**config.mk**
```make
export PLATFORM = sky130hd
export DESIGN_NAME = s32x_dreq_ctrl
export DESIGN_NICKNAME = d
export VERILOG_FILES = /design/src/rtl/s32x_dreq_ctrl.sv
export SDC_FILE = /design/constraint.sdc
export NUM_CORES = 1
export LEC_CHECK = 0
export BUFFER_PORTS_ARGS = -buffer_cell sky130_fd_sc_hd__buf_2
export CORE_ASPECT_RATIO = 1.75
export CORE_UTILIZATION = 55
export CTS_CLUSTER_SIZE = 10
export DETAILED_ROUTE_END_ITERATION = 7
export PLACE_DENSITY = 0.78
export SLEW_MARGIN = 20
export SYNTH_ARGS = -nofsm -noshare
export SYNTH_HDL_FRONTEND = slang
export SYNTH_SLANG_ARGS = --single-unit
export TNS_END_PERCENT = 100
```
**constraint.sdc**
```tcl
create_clock -name CLK -period 4.7 [get_ports CLK]
set_input_delay 0.94 -clock CLK [delete_from_list [all_inputs] [get_ports CLK]]
set_output_delay 0.94 -clock CLK [all_outputs]
set_load 0.02 [all_outputs]
```
**src/rtl/s32x_dreq_ctrl.sv**
```systemverilog
// rtl/s32x_dreq_ctrl.sv - 32X 68000-to-SH2 DREQ transfer controller (DCR/DLR/FFDR)
//
// Owns the FFDR FIFO, the remaining-length counter and the DCR status bits.
// DREQ0 is raised toward the master SH2 whenever a full block is buffered
// and the read pointer sits on a block boundary.
//
// Ports:
//   CLK, RST, EN        clock, synchronous active-high reset, clock enable
//   DCR_WR / DCR_DI     68k DCR write {M68S, DMA, RV}
//   DLR_WR / DLR_DI     68k DLR write (length in words, low two bits dropped)
//   FFDR_WR / FFDR_DI   68k FIFO data write
//   FIFO_RD             SH2 read strobe of the FIFO port
//   FIFO_DO             word at FIFO head
//   DREQ                DREQ0 to master SH2
//   M68S, DMA, RV, FULL DCR status / stored bits
//   DLR_CNT             words still to be written by the 68k
//   DONE                one-cycle pulse when the transfer completes
module s32x_dreq_ctrl #(
    parameter int FIFO_WORDS = 8,
    parameter int BLK_WORDS  = 4
) (
    input  logic        CLK,
    input  logic        RST,
    input  logic        EN,
    input  logic        DCR_WR,
    input  logic [2:0]  DCR_DI,
    input  logic        DLR_WR,
    input  logic [15:0] DLR_DI,
    input  logic        FFDR_WR,
    input  logic [15:0] FFDR_DI,
    input  logic        FIFO_RD,
    output logic [15:0] FIFO_DO,
    output logic        DREQ,
    output logic        M68S,
    output logic        DMA,
    output logic        RV,
    output logic        FULL,
    output logic [15:0] DLR_CNT,
    output logic        DONE
);

    localparam int PW = $clog2(FIFO_WORDS);
    localparam int CW = PW + 1;
    localparam logic [CW-1:0] DEPTH    = CW'(FIFO_WORDS);
    localparam logic [CW-1:0] BLK      = CW'(BLK_WORDS);
    localparam logic [PW-1:0] BLK_MASK = PW'(BLK_WORDS - 1);

    typedef enum logic [1:0] {
        S_IDLE   = 2'd0,
        S_ACTIVE = 2'd1,
        S_DRAIN  = 2'd2
    } state_t;

    state_t          state_q, state_d;
    logic [15:0]     dlr_q, dlr_d;
    logic [15:0]     cnt_q, cnt_d;
    logic [PW-1:0]   wr_ptr_q, wr_ptr_d;
    logic [PW-1:0]   rd_ptr_q, rd_ptr_d;
    logic [CW-1:0]   count_q, count_d;
    logic            dma_q, dma_d;
    logic            rv_q, rv_d;
    logic            full_q, full_d;
    logic            dreq_q, dreq_d;
    logic            done_q, done_d;
    logic [15:0]     mem_q [FIFO_WORDS];
    logic            mem_we;
    logic            rd_ok;
    logic            wr_ok;

    always_comb begin
        state_d  = state_q;
        dlr_d    = dlr_q;
        cnt_d    = cnt_q;
        wr_ptr_d = wr_ptr_q;
        rd_ptr_d = rd_ptr_q;
        count_d  = count_q;
        dma_d    = dma_q;
        rv_d     = rv_q;
        done_d   = 1'b0;
        mem_we   = 1'b0;
        rd_ok    = 1'b0;
        wr_ok    = 1'b0;

        if (DLR_WR) begin
            dlr_d = DLR_DI & 16'hFFFC;
        end

        if (DCR_WR) begin
            // A DCR write owns the cycle: same-cycle FIFO strobes are dropped.
            dma_d = DCR_DI[1];
            rv_d  = DCR_DI[0];
            if (DCR_DI[2]) begin
                if (state_q == S_IDLE) begin
                    // Start samples the DLR value held before this cycle.
                    cnt_d    = dlr_q;
                    wr_ptr_d = '0;
                    rd_ptr_d = '0;
                    count_d  = '0;
                    state_d  = (dlr_q == 16'd0) ? S_DRAIN : S_ACTIVE;
                end
            end else if (state_q != S_IDLE) begin
                cnt_d    = 16'd0;
                wr_ptr_d = '0;
                rd_ptr_d = '0;
                count_d  = '0;
                state_d  = S_IDLE;
            end
        end else begin
            rd_ok = FIFO_RD && (count_q != '0);
            // A read in the same cycle frees a slot, so a full FIFO still accepts.
            wr_ok = FFDR_WR && (state_q == S_ACTIVE) && ((count_q != DEPTH) || rd_ok);
            if (rd_ok) begin
                rd_ptr_d = rd_ptr_q + 1'b1;
            end
            if (wr_ok) begin
                mem_we   = 1'b1;
                wr_ptr_d = wr_ptr_q + 1'b1;
                cnt_d    = cnt_q - 16'd1;
            end
            count_d = count_q + CW'(wr_ok) - CW'(rd_ok);

            if ((state_q == S_ACTIVE) && (cnt_d == 16'd0)) begin
                state_d = S_DRAIN;
            end
            if ((state_q == S_DRAIN) && (count_d == '0)) begin
                state_d = S_IDLE;
                done_d  = 1'b1;
            end
        end

        full_d = (count_d == DEPTH);
        dreq_d = (count_d >= BLK) && ((rd_ptr_d & BLK_MASK) == '0) && (state_d != S_IDLE);
    end

    always_ff @(posedge CLK) begin
        if (RST) begin
            state_q  <= S_IDLE;
            dlr_q    <= 16'd0;
            cnt_q    <= 16'd0;
            wr_ptr_q <= '0;
            rd_ptr_q <= '0;
            count_q  <= '0;
            dma_q    <= 1'b0;
            rv_q     <= 1'b0;
            full_q   <= 1'b0;
            dreq_q   <= 1'b0;
            done_q   <= 1'b0;
            for (int i = 0; i < FIFO_WORDS; i++) begin
                mem_q[i] <= 16'd0;
            end
        end else if (EN) begin
            state_q  <= state_d;
            dlr_q    <= dlr_d;
            cnt_q    <= cnt_d;
            wr_ptr_q <= wr_ptr_d;
            rd_ptr_q <= rd_ptr_d;
            count_q  <= count_d;
            dma_q    <= dma_d;
            rv_q     <= rv_d;
            full_q   <= full_d;
            dreq_q   <= dreq_d;
            done_q   <= done_d;
            if (mem_we) begin
                mem_q[wr_ptr_q] <= FFDR_DI;
            end
        end
    end

    assign FIFO_DO = mem_q[rd_ptr_q];
    assign DREQ    = dreq_q;
    assign M68S    = (state_q != S_IDLE);
    assign DMA     = dma_q;
    assign RV      = rv_q;
    assign FULL    = full_q;
    assign DLR_CNT = cnt_q;
    assign DONE    = done_q;

endmodule

```
==> summary.md <==
| Metric | Value |
|---|---|
| Status | finished clean |
| Worst-path cell chain | inv_1, ha_1, nor3b_1, a21oi_2, buf_4, inv_2, ha_1, inv_1, ha_1, fa_1, nor2_1, nand2_1, nor4b_1, nor2_1, nor2_1, o211a_1, o32ai_1 |
| Setup TNS | 0 ns |
| Vias per std cell | 5.95 |
| Fill cell count | 1176 |
| R2r setup slk | 1.01 ns |
| First-pass GRT wire length | 31000 um |
| Routed Antenna Nets | 0 |
| Clock-pin slew on the worst setup and hold paths | 0.07 ns |
| Fin crit share | 0.786 |
| Slowest cell on the critical path | fa_1 |
| Worst Path Required | 4.97 ns |
| Vias in the first global route | 5964 |
| Crit-path max cell delay | 0.45 ns |
| Peak Freq | 0.271 GHz |
| CP Launch Type | flop |
| Critical Path End Type | flop |
| Die area | 16100 um^2 |
| Max VDD drop | 0.000264 V |
| Setup Buffers After CTS | 0 |
| Net Sw Frac | 0.261 |
| Arrival time worst endpoint | 3.96 ns |
| Max-cap violations | 0 |
| Tot Pwr | 3.46 mW |
| Synthesis Warnings | 0 |
| Register area share after synthesis | 0.560 |
| Int Pwr | 2.55 mW |
| DRC Markers | 0 |
| Gr usage total | 0.264 |
| Share of layout cells above drive strength 1 | 0.244 |
| Synth Cell Area | 8550 um^2 |
| Main synth FF type | edfxtp_1 |
| NetSw | 0.902 mW |
| N_diodes | 0 |
| Post-Syn Nets | 761 |
| Final critical-path required period | 3.69 ns |
| Final setup vio count | 0 |
| HPWL Detailed | 13400 um |
| CTS Root Cell | clkbuf_16 |
| Num CTS Buffers | 17 |
| Site Rows | 60 |
| Worst hold path type | reg2reg |
| TritonRoute pass-1 iters | 4 |
| RD Place Congestion | 0.872 |
| Count leader, synth | and2_1 |
| Largest net degree at the start of global routing | 59 |
| Critical path class | reg2reg |
| Post-synthesis async set-or-reset flop share | 0 |
| Reg area | 4790 um^2 |
| Final wirelength | 19800 um |
| CTS Sinks | 175 |
| EDFF count, synth | 128 |
| Clock power frac | 0.398 |
| Final setup margin | 1.01 ns |
| Distinct cells, synth | 69 |
| Skew-Pair Late Insertion Delay | 0.42 ns |
| Initial drt markers | 332 |
| Cts repair resizes | 0 |
| Syn avg cell area | 12.1 um^2 |
| Worst-Margin Slew | 1.02 ns |
| CTS Hold Buffers Added | 0 |
| CTS H-tree lvls | 4 |
| Final Slew Violations | 0 |
| Crit-path max FO | 14 |
| Synth Instances | 709 |
| CP delay by family, top | simple AND/OR/NAND/NOR gates |
| Drt wl/cell | 20.4 um |
| CTS tree | done |
| WP buf/inv | 4 |
| Place WS | 0.848 ns |
| Top cell type's share of synthesized area | 0.450 |
| Area Overhead vs Synth | 12.9% |
| Gate power share | 0.097 |
| Max-slew headroom | 0.318 |
| RSZ-0062 raised after global routing | no |
| Std-Cell Core Area | 15300 um^2 |
| Die Height | 167 um |
| Yosys reg bits | 175 |
| Pwr Density | 358 nW/um^2 |
| Vias | 5800 |
| Finished Core Util | 0.630 |
| Initial antenna violation count | 0 |
| Cell taking the most area after synthesis | edfxtp_1 |
| Final Hold Slack | 0.454 ns |
| Port buffer count | 77 |
| Multi-input logic area | 3510 um^2 |
| Final hold viol count | 0 |
| Gr ovfl total | 0 |
| Number of top-level pins | 80 |
| Synth area leaders | edfxtp_1, dfxtp_1, and2_1 |
| Horiz. Die Dim | 96.2 um |
| Sequential Power Share | 0.504 |
| Initial core utilization | 0.558 |
| Static Leak | 3.66 nW |
| Synth top cells by count | and2_1, edfxtp_1, nor2_1 |
| Max Clock Skew | 0.0140 ns |
| Final nets | 827 |
| Max Root-Sink Buffers | 2 |
[layout make-up]
| cell class | instances | share of cell area |
|---|---|---|
| Sequential cell | 175 | 0.496 |
| Multi-Input combinational cell | 480 | 0.364 |
| Timing Repair Buffer | 89 | 0.0506 |
| Clock buffer | 17 | 0.0441 |
| Tap cell | 186 | 0.0241 |
| Clock inverter | 15 | 0.0165 |
| Inverter | 12 | 0.00467 |
[registers in the layout, indices dropped and copies added (netlist names)]
register	cells
DREQ	1
RV	1
wr_ptr_q	3
DONE	1
DMA	1
dlr_q	14
state_q	2
count_q	4
DLR_CNT	16
FULL	1
rd_ptr_q	3
mem_q	128
[cells by family after synthesis]
logic type,Yosys count,synth area share
AND/OR/NAND/NOR,306,0.200
buffers and inverters,54,0.0293
flip-flops,175,0.560
XOR/XNOR,9,0.00922
multiplexers,51,0.109
adder cells (fa/ha/maj),10,0.0155
AO/OA/AOI/OAI,104,0.0770
[power groups by stage]
stage / Sequential, mW / Combinational (mW) / Clock [mW]
global placement: 1.77 / 0.325 / 0
floorplan: 1.77 / 0.233 / 0
CTS: 1.74 / 0.336 / 1.40
detailed placement: 1.78 / 0.334 / 0
finish: 1.74 / 0.337 / 1.38
global route: 1.75 / 0.368 / 1.45
[placed cells by master, fill, tap and decap left out, types with 7 or more instances in the layout]
master and count:
nor2_1 56, mux4_2 32, a21oi_1 42, o21ai_0 17, clkbuf_16 17, nand3_1 8, ha_1 9, nor3_1 12
mux2_2 17, nand2_1 44, or2_2 9, buf_4 11, xnor2_1 7, buf_2 77, inv_1 11, edfxtp_1 128
dfxtp_1 45, and2_1 133
[stage by stage]
step	cells	area (um^2)
global placement	942	9070
detailed placement	942	9070
floorplan	709	8550
finish	974	9650
global route	974	9650
CTS	974	9650
[layer usage]
metal / part of all wire / global-route usage
met5: 0 / 0
met3: 0.046 / 0.0470
met2: 0.56 / 0.481
met1: 0.35 / 0.281
met4: 0.041 / 0.132
[worst min-delay path, stage by stage (launching register included)]
cell and delay [ns]:
dfxtp_1 0.31, nand2_1 0.05, a21oi_1 0.05
[final timing paths]
check / startpoint / endpoint / cells past startpoint
hold / removal: DMA / DMA / 2
setup reg to reg: count_q[2] / DREQ / 17
hold reg to reg: DMA / DMA / 2
setup / recovery: count_q[2] / DREQ / 17
Note: power is estimated with default switching activity, not from simulation.
